--- config.mk ---
export PLATFORM = sky130hd
export DESIGN_NAME = cpu8_program_loader
export DESIGN_NICKNAME = d
export VERILOG_FILES = /design/src/rtl/cpu8_program_loader.sv
export SDC_FILE = /design/constraint.sdc
export NUM_CORES = 1
export LEC_CHECK = 0
export ABC_AREA = 0
export CAP_MARGIN = 10
export CORE_MARGIN = 8
export CORE_UTILIZATION = 34
export CTS_CLUSTER_SIZE = 14
export DETAILED_ROUTE_END_ITERATION = 8
export DONT_BUFFER_PORTS = 1
export PLACE_DENSITY = 0.49
export SETUP_SLACK_MARGIN = 0.3
export SLEW_MARGIN = 30
export SYNTH_ARGS = -nofsm -noshare
export SYNTH_HDL_FRONTEND = slang
export SYNTH_SLANG_ARGS = --single-unit
--- constraint.sdc ---
create_clock -name i_clk -period 2.9 [get_ports i_clk]
set_input_delay 0.725 -clock i_clk [delete_from_list [all_inputs] [get_ports i_clk]]
set_output_delay 0.725 -clock i_clk [all_outputs]
set_load 0.02 [all_outputs]
--- src/rtl/cpu8_program_loader.sv ---
// cpu8_program_loader: framed byte-stream loader driving cpu8 service-mode memory ports; LOADER_CHECKSUM_EN adds a trailing checksum byte
module cpu8_program_loader #(
    parameter logic [7:0] CMD_PROG       = 8'hA0,
    parameter logic [7:0] CMD_DATA       = 8'hA1,
    parameter int         RELEASE_CYCLES = 2
) (
    input  logic       i_clk,
    input  logic       i_rst_n,
    input  logic [7:0] i_in_data,
    input  logic       i_in_valid,
    output logic       o_in_ready,
    output logic       o_service_mode,
    output logic       o_cpu_rst,
    output logic [7:0] o_program_memory_address,
    output logic [7:0] o_program_memory_data_in,
    output logic       o_program_memory_write_enable,
    output logic [7:0] o_data_memory_address,
    output logic [7:0] o_data_memory_data_in,
    output logic       o_data_memory_write_enable,
    output logic       o_busy,
    output logic       o_done,
    output logic       o_error
);
    localparam logic [7:0] RC = 8'(RELEASE_CYCLES);
    typedef enum logic [2:0] {
        S_IDLE,
        S_ADDR,
        S_COUNT,
        S_PAYLOAD,
`ifdef LOADER_CHECKSUM_EN
        S_CHECK,
`endif
        S_RELEASE
    } state_t;
    state_t     r_state, w_next;
    logic       w_acc, w_is_cmd;
    logic       r_sel_data, r_error, r_done, r_we;
    logic [7:0] r_base, r_idx, r_rel, r_addr, r_data;
    logic [8:0] r_rem;
    assign w_acc    = i_in_valid & (r_state != S_RELEASE);
    assign w_is_cmd = (i_in_data == CMD_PROG) || (i_in_data == CMD_DATA);
    assign o_done   = r_done;
    assign o_error  = r_error;
    assign o_program_memory_write_enable = r_we & ~r_sel_data;
    assign o_program_memory_address      = r_sel_data ? 8'h00 : r_addr;
    assign o_program_memory_data_in      = r_sel_data ? 8'h00 : r_data;
    assign o_data_memory_write_enable    = r_we & r_sel_data;
    assign o_data_memory_address         = r_sel_data ? r_addr : 8'h00;
    assign o_data_memory_data_in         = r_sel_data ? r_data : 8'h00;
    // state register
    always_ff @(posedge i_clk or negedge i_rst_n) begin
        if (!i_rst_n) r_state <= S_IDLE;
        else          r_state <= w_next;
    end
    // next state and core-control outputs; service_mode covers only the first release cycle (the final write)
    always_comb begin
        w_next         = r_state;
        o_in_ready     = (r_state != S_RELEASE);
        o_busy         = (r_state != S_IDLE);
        o_cpu_rst      = (r_state != S_IDLE);
        o_service_mode = (r_state != S_IDLE) && ((r_state != S_RELEASE) || (r_rel == 8'd0));
        case (r_state)
            S_IDLE:    if (w_acc && w_is_cmd) w_next = S_ADDR;
            S_ADDR:    if (w_acc) w_next = S_COUNT;
            S_COUNT:   if (w_acc) w_next = S_PAYLOAD;
`ifdef LOADER_CHECKSUM_EN
            S_PAYLOAD: if (w_acc && r_rem == 9'd1) w_next = S_CHECK;
            S_CHECK:   if (w_acc) w_next = S_RELEASE;
`else
            S_PAYLOAD: if (w_acc && r_rem == 9'd1) w_next = S_RELEASE;
`endif
            S_RELEASE: if (r_rel == RC) w_next = S_IDLE;
            default:   w_next = S_IDLE;
        endcase
    end
`ifdef LOADER_CHECKSUM_EN
    logic [7:0] r_sum;
    // running 8-bit sum of every frame byte, restarted by each byte taken in IDLE
    always_ff @(posedge i_clk or negedge i_rst_n) begin
        if (!i_rst_n)   r_sum <= 8'h00;
        else if (w_acc) r_sum <= (r_state == S_IDLE) ? i_in_data : r_sum + i_in_data;
    end
`endif
    // frame latches, one-cycle write strobe, release timer, done and sticky error
    always_ff @(posedge i_clk or negedge i_rst_n) begin
        if (!i_rst_n) begin
            r_sel_data <= 1'b0;
            r_error    <= 1'b0;
            r_done     <= 1'b0;
            r_we       <= 1'b0;
            r_base     <= 8'h00;
            r_idx      <= 8'h00;
            r_rel      <= 8'h00;
            r_addr     <= 8'h00;
            r_data     <= 8'h00;
            r_rem      <= 9'd0;
        end else begin
            r_we   <= 1'b0;
            r_addr <= 8'h00;
            r_data <= 8'h00;
            r_done <= (r_state == S_RELEASE) && (r_rel == RC) && !r_error;
            r_rel  <= (r_state == S_RELEASE) ? r_rel + 8'd1 : 8'd0;
            if (w_acc) begin
                case (r_state)
                    S_IDLE: begin
                        r_error <= ~w_is_cmd;
                        if (w_is_cmd) r_sel_data <= (i_in_data == CMD_DATA);
                    end
                    S_ADDR:  r_base <= i_in_data;
                    S_COUNT: begin
                        r_rem <= {i_in_data == 8'h00, i_in_data};
                        r_idx <= 8'h00;
                    end
                    S_PAYLOAD: begin
                        r_we   <= 1'b1;
                        r_addr <= r_base + r_idx;
                        r_data <= i_in_data;
                        r_idx  <= r_idx + 8'd1;
                        r_rem  <= r_rem - 9'd1;
                    end
`ifdef LOADER_CHECKSUM_EN
                    S_CHECK: if (r_sum + i_in_data != 8'h00) r_error <= 1'b1;
`endif
                    default: ;
                endcase
            end
        end
    end
endmodule

Word level (Yosys, flattened, before mapping)
Cells that the tools add are included.

$add $sub $neg: 4. Multipliers: 0. Divide/modulo/power cells: 0. $lt $le $gt $ge: 0. Equality and inequality tests: 14. Shifts and indexed selects: 0. Multiplexer cells: 19. Bitwise operators: 5. Reduce and logical (&&, ||, !) cells: 18.

Operators by type and width (number): 2-to-1 mux 8 bit (9); case mux 9 bit (2 select lines) (1); adder 8 x 1 -> 8 bit, second input constant (2); equality test 8 bit, second input constant (2); zero test 8 bit (2); case mux 8 bit (2 select lines) (1); 2-to-1 mux 3 bit (5); case mux 3 bit (5 select lines) (1); inequality test 2 bit, second input constant (5); equality test 9 x 1 -> 1 bit, second input constant (1); subtractor 9 x 1 -> 9 bit, second input constant (1); adder 8 bit (1); equality test 8 x 2 -> 1 bit, second input constant (1); equality test 3 x 2 -> 1 bit, second input constant (2); AND reduction 2 bit (3); logical AND 1 bit (5); AND reduction 5 bit (1); bitwise AND 1 bit (3); equality test 3 x 1 -> 1 bit, second input constant (1); equality test 3 bit, second input constant (1); zero test 3 bit (1); inequality test 3 bit, second input constant (1); AND reduction 3 bit (1); nonzero test 3 bit (1); other kinds (5) (8).

Register bits: 56. Latch bits: 0. Bits in writable memories: 0. Memory bits (read-only): 0. Input bits: 11. Output and inout bits: 40. Memories: 0.

Depth between registers and ports, before layout
Gate-level depths: netlist (run 1).

Depth in word-level cells: 5. Mapped depth: 8.

Worst setup path before layout (run 1)
No wires, ideal clock.

Path type: reg2out. Start point: register r_state[0]. End point: output port o_cpu_rst. Data arrival time: 1344 ps. Data required time: 2175 ps. Setup slack: 831 ps. Cell stages (with the launch flop): 5. Path buffers: 3. Cell sequence: dfrtp_1 buf_2 clkbuf_1 or3_1 buf_4.

Cells in the longest elaborated chain, start to end: 1.

RTL lines: start, declared (RTL line 35) `state_t r_state, w_next;`; start signal, assigned (RTL line 53) `else r_state <= w_next;`; nonzero test 3 bit; end, declared (RTL line 13) `output logic o_cpu_rst,`.

No other way between the ends.

Final worst setup path (run 1)
Start point: register r_state[0]. End point: output port o_in_ready.

Cells in the longest elaborated chain, start to end: 1.

RTL lines: inequality test 3 bit (RTL line 58) `o_in_ready = (r_state != S_RELEASE);`; end, declared (RTL line 11) `output logic o_in_ready,`.

No other way between the ends.

==> results of run 1 <==
-- path summary, 6_finish.rpt --
| check | slack [ns] | start | end | cells past startpoint |
|---|---|---|---|---|
| min in group i_clk | 0.52 | i_in_valid | r_state[1]$_DFFE_PN0P_ | 1 |
| setup reg to reg | 0.86 | r_idx[0]$_DFFE_PN0P_ | r_addr[6]$_DFF_PN0_ | 7 |
| hold / removal | 0.09 | i_rst_n | r_rel[4]$_DFF_PN0_ | 0 |
| max in group asynchronous | 2.70 | i_rst_n | r_base[3]$_DFFE_PN0P_ | 0 |
| setup / recovery | 0.58 | r_state[0]$_DFFE_PN0P_ | o_in_ready | 2 |
| hold reg to reg | 0.53 | r_base[5]$_DFFE_PN0P_ | r_base[5]$_DFFE_PN0P_ | 1 |
-- power breakdown --
group	switching, µW	internal, µW
Clock	261	165
Combinational	388	311
Sequential	166	956
Total	816	1430
-- stage by stage --
step | util [%] | hold WS, ns | power [µW]
after floorplan | - | 0.429 | 1680
after global placement | 35.6 | 0.431 | 1830
after detailed placement | 35.6 | 0.431 | 1840
after CTS | 36.6 | 0.0853 | 2270
after global routing | 36.6 | 0.0693 | 2420
final | 36.6 | 0.0931 | 2250
-- area by class of cell --
| class | count | area (µm²) |
|---|---|---|
| well taps | 108 | 135 |
| clock inverters | 2 | 12.5 |
| repair buffers | 2 | 15.0 |
| multi-input cells | 225 | 1510 |
| flip-flops and latches | 56 | 1400 |
| inverters | 5 | 18.8 |
| clock buffers | 5 | 68.8 |
| fillers | 917 | 5480 |
-- kinds of logic after synthesis --
group                    after synthesis  share of synthesized area [%]
AO/OA/AOI/OAI                         57                           12.3
flip-flops                            56                           46.7
buffers and inverters                 21                           3.08
XOR/XNOR                              11                           3.21
adder cells (fa/ha/maj)               14                           6.09
AND/OR/NAND/NOR                      132                           24.4
multiplexers                          11                           4.21
-- state kept, by name, summed over array words and instances (netlist names), 3 cells and up --
| signal | flops |
|---|---|
| r_rel | 8 |
| r_state | 3 |
| r_rem | 9 |
| r_addr | 8 |
| r_idx | 8 |
| r_base | 8 |
| r_data | 8 |
-- layer usage --
layer / up-vias / global-route usage [%] / share of wire, %
met5: - / 0 / 0
met4: 0 / 2.89 / 0.70
met3: 4 / 2.87 / 7.4
met2: 54 / 18.3 / 45
met1: 1026 / 16.7 / 47
li1: 1042 / - / -
-- layout by cell type (no fill, tap or decap), drive strengths merged, types with 4 or more instances in the layout --
master and count:
dfrtp 56, nor2 21, nand2 20, and2 20, o21ai 20, nor2b 19, and3 18, ha 13
nand3 13, mux2 10, a21oi 8, xor2 7, nor3 6, clkbuf 5, inv 5, a211oi 4
xnor2 4, a22o 4
-- worst max-delay path, stage by stage (launching register included) --
cell and delay (ns):
dfrtp_1 0.76, nor2_4 0.12, nand2_1 0.40
==> results.txt, run 1 <==
Outcome -> finished clean
Gr ovfl total -> 0
Post-CTS setup repair buffer count -> 0
Final min period -> 2.32 ns
1st-pass router iterations -> 4
Starting Density -> 34.8%
Path category of the worst min-delay check -> primary input to asynchronous set/reset pin
Root buffer cell -> clkbuf_8
Cells after Synth -> 302
Final nets -> 320
Syn Nets -> 327
Max Root-Sink Buffers -> 2
Avg WL per Cell -> 17.8 µm
Max Cap Viol -> 0
Via density -> 5.28
Yosys top cell area share -> 46.7%
I/O pins -> 51
Synth area leader -> dfrtp_1
Final Wtd Congestion -> 0.787
Finished Layout Cells -> 403
CTS Sinks -> 56
Vias in the first global route -> 2027
Layout cells sized above 1 -> 7.80%
Initial antenna violation count -> 0
Skew final -> 0.00759 ns
Number of synthesized flops with an enable pin -> 0
Setup Viol. Count Final -> 0
Final instance area -> 3160 µm²
Area delta synth->final -> 5.25%
Synth Warn # -> 0
Overall die width -> 110 µm
CTS tree -> yes
Critical Path Start Type -> flop
Total vias in the final route -> 2126
Final hold vios -> 0
Hold-fix buffers, CTS -> 0
Synth Register Bits -> 56
Worst slew pin tran -> 0.832 ns
Ys flop type -> dfrtp_1
Place WS -> 0.778 ns
Clock transition at path regs -> 0.10 ns
Maximum clock frequency -> 432 MHz
First-pass GRT wire length -> 11.3 mm
Crit Path Category -> flop to output port
Ranking of synthesized cells by area -> dfrtp_1 (47%), ha_1 (5.4%), and2_1 (4.2%)
Mapped Area -> 3000 µm²
Most common cell in the netlist -> dfrtp_1
CP Capture Type -> output port
Final WS setup -> 0.584 ns
Final setup TNS -> 0 ns
WP data arrival -> 1.59 ns
Leakage power -> 0.00143 µW
Placed cell area -> 3080 µm²
Core area -> 8640 µm²
Largest net degree at the start of global routing -> 57
Count of different cell masters after synthesis -> 50
Final worst-path cycle share -> 79.9%
Standard-cell row count -> 34
DRC viols -> 0
Post-CTS resize count -> 0
Max-slew violations -> 0
CTS H-tree lvls -> 2
Die ar. -> 12100 µm²
Average size of a mapped cell -> 9.94 µm²
CP max FO -> 18
Top cells by count, synth -> dfrtp_1 (56), and2_1 (20), nand2_1 (20), nor2_1 (20), nor2b_1 (19)
DR iter-0 viols -> 101
Register area share after synthesis -> 46.7%
Unrepaired setup endpoints after global routing -> no
Maximum vdd ir drop -> 0.247 mV
Buffers on Ports -> 0
HPWL Detailed -> 5.01 mm
Final WL -> 7.18 mm
Rel. slew slack -> 44.6%
Antenna Nets Post-Route -> 0
GR Util All Layers -> 12.0%
Die Y -> 110 µm
Num CTS Buffers -> 5
Share of flip-flops with an asynchronous set or reset -> 100%
Worst EP required -> 2.17 ns
DP Cell Count -> 396
Clock Latency Late Sink -> 0.31 ns
Antenna cells -> 0
PwrDens -> 711 nW/µm²
(Power assumes the default switching activity.)
==> run 2: changes to the inputs <==
==> constraint.sdc (replaced) <==
create_clock -name i_clk -period 2.4 [get_ports i_clk]
set_input_delay 0.6 -clock i_clk [delete_from_list [all_inputs] [get_ports i_clk]]
set_output_delay 0.6 -clock i_clk [all_outputs]
set_load 0.02 [all_outputs]
==> results.txt, run 2 (synthesized netlist as in run 1, its figures left out) <==
Die Y -> 110 µm (unchanged)
Critical Path Start Type -> flop
Biggest register -> r_rem
DP Cell Count -> 400 (+1.0%)
Flip-flop and latch area -> 1400 µm² (about the same)
Worst path cell trace -> or3_1
Die ar. -> 12100 µm² (unchanged)
CTS Sinks -> 56 (unchanged)
Root buffer cell -> clkbuf_8
Top routing layer in use -> met4
Core area -> 8640 µm² (unchanged)
Unrepaired setup endpoints after global routing -> no
Combinational power share -> 32.0% (+0.9 points)
Maximum clock frequency -> 492 MHz
Largest net degree at the start of global routing -> 57 (unchanged)
Finished Layout Cells -> 409 (+1.5%)
Metal1 wirelength -> 3.44 mm (+1.3%)
CTS tree -> yes
Met2 WL -> 3.26 mm (+1.6%)
HPWL Detailed -> 5.19 mm (+3.5%)
DR iter-0 viols -> 155 (+53%)
Clock transition at path regs -> 0.10 ns (about the same)
Worst slew pin tran -> 0.572 ns (-0.260 ns)
Critical path depth -> 1 (-1)
Outcome -> finished clean
Maximum vdd ir drop -> 0.338 mV (+37%)
First-pass GRT wire length -> 11.7 mm (+3.6%)
Final Wtd Congestion -> 0.799 (+1.5%)
DRC viols -> 0 (unchanged)
Starting Density -> 34.8% (unchanged)
Power Internal -> 1780 µW (+25%)
CTS H-tree lvls -> 2 (unchanged)
Area occupied by multi-input gates -> 1540 µm² (+2.0%)
Crit-path slowest cell -> or3_1
DR WL met3 -> 499 µm (-5.5%)
Total power -> 2800 µW (+25%)
I/O pins -> 51 (unchanged)
Clock Latency Late Sink -> 0.31 ns (about the same)
Max-slew violations -> 0 (unchanged)
Final worst-path cycle share -> 84.7%
Area delta synth->final -> 8.63%
Most frequent cells in the layout -> dfrtp_1 (55), nor2_1 (20), and2_1 (20), nand2_1 (19), nor2b_1 (19)
Setup Viol. Count Final -> 0 (unchanged)
CP max stage delay -> 0.60 ns (-0.16 ns)
1st-pass router iterations -> 4 (unchanged)
Crit Path Category -> flop to output port
Leakage power -> 0.00148 µW (+3.7%)
Overall die width -> 110 µm (unchanged)
Total vias in the final route -> 2183 (+2.7%)
Sequential cell fraction of total power -> 48.1% (-1.8 points)
Worst EP required -> 1.80 ns (-0.37 ns)
WP data arrival -> 1.43 ns (-0.16 ns)
Skew final -> 0.0109 ns (+0.00329 ns)
Vias in the first global route -> 2139 (+5.5%)
Antenna cells -> 0 (unchanged)
Gr ovfl total -> 0 (unchanged)
Final hold vios -> 0 (unchanged)
Buffers and inverters on the worst path -> 0 (unchanged)
Initial antenna violation count -> 0 (unchanged)
PwrDens -> 859 nW/µm² (+21%)
Switching part of the total -> 36.3% (+0.039 points)
GR Util All Layers -> 12.4% (+0.39 points)
CP Capture Type -> output port
Sw power -> 1020 µW (+25%)
Max Root-Sink Buffers -> 2 (unchanged)
Num CTS Buffers -> 5 (unchanged)
Most common cell after layout, fill and taps aside -> dfrtp_1
Power share of the clock group -> 19.9% (+0.9 points)
Via density -> 5.34 (+1.2%)
Final min period -> 2.03 ns
Max reg flops -> 9 (unchanged)
Avg WL per Cell -> 17.7 µm (-0.64%)
Max Cap Viol -> 0 (unchanged)
Final setup TNS -> 0 ns (unchanged)
Antenna Nets Post-Route -> 0 (unchanged)
Final WL -> 7.24 mm (+0.84%)
Worst reg2reg path depth -> 7 (unchanged)
Filler instances -> 891 (-2.8%)
Final nets -> 325 (+1.6%)
CP max FO -> 10 (-8)
Rel. slew slack -> 61.9% (+17 points)
Path category of the worst min-delay check -> primary input to asynchronous set/reset pin
Buffers on Ports -> 0 (unchanged)
Layout cells sized above 1 -> 11.0% (+3.2 points)
CP delay by family, top -> simple AND/OR/NAND/NOR gates
Standard-cell row count -> 34 (unchanged)
## run 2: cell count changes in the layout (fill, tap and decap cells not counted), sizes merged
| cell | change |
|---|---|
| buf | +5 |
| clkbuf | +2 |
| clkinv | -1 |
## run 2: final timing paths
check	to	slack [ns]	from
min in group i_clk	r_state[1]$_DFFE_PN0P_	0.39	i_in_valid
worst min register to register	r_rel[0]$_DFF_PN0_	0.52	r_rel[0]$_DFF_PN0_
worst max register to register	r_addr[6]$_DFF_PN0_	0.42	r_idx[0]$_DFFE_PN0P_
worst min-delay path	r_rel[7]$_DFF_PN0_	0.13	i_rst_n
max in group asynchronous	r_sel_data$_DFFE_PN0P_	2.01	i_rst_n
worst max-delay path	o_busy	0.37	r_state[0]$_DFFE_PN0P_
## run 2: layer usage
| layer | track usage, % | vias up |
|---|---|---|
| met3 | 3.17 | 4 |
| met4 | 3.18 | 0 |
| li1 | - | 1057 |
| met2 | 18.9 | 51 |
| met5 | 0 | - |
| met1 | 17.0 | 1071 |
## run 2: layout make-up
| type | instances | share of cell area (%) |
|---|---|---|
| clock buffer | 7 | 2.65 |
| clock inverter | 1 | 0.230 |
| inverter | 5 | 0.576 |
| multi-input combinational | 225 | 47.2 |
| sequential | 56 | 43.0 |
| tap | 108 | 4.14 |
| timing repair buffer | 7 | 2.23 |
## run 2: metrics by stage
| stage | hold WS (ns) | worst slack (ns) | area [µm²] | util [%] |
|---|---|---|---|---|
| after detailed placement | 0.306 | 0.378 | 3110 | 36.0 |
| final | 0.134 | 0.367 | 3260 | 37.8 |
| after global routing | 0.141 | 0.325 | 3260 | 37.8 |
| after global placement | 0.306 | 0.394 | 3110 | 36.0 |
| after floorplan | 0.304 | 0.456 | 3000 | - |
| after CTS | 0.145 | 0.353 | 3240 | 37.5 |
## run 2: timing repair
item / 4_1_cts / 5_1_grt
endpoints found under the setup margin: 35 / 3
setup buffers: 0 / 0
gates resized for setup: 2 / 4
hold buffers: 1 / 0
gates cloned: 0 / 0
hold endpoints to repair: 56 / 0
## run 2: power groups by stage
stage | Clock (µW) | Sequential, µW | Combinational (µW)
global placement | 0 | 1360 | 864
CTS | 573 | 1350 | 890
global route | 610 | 1390 | 1020
detailed placement | 0 | 1370 | 861
finish | 557 | 1350 | 895
floorplan | 0 | 1300 | 736
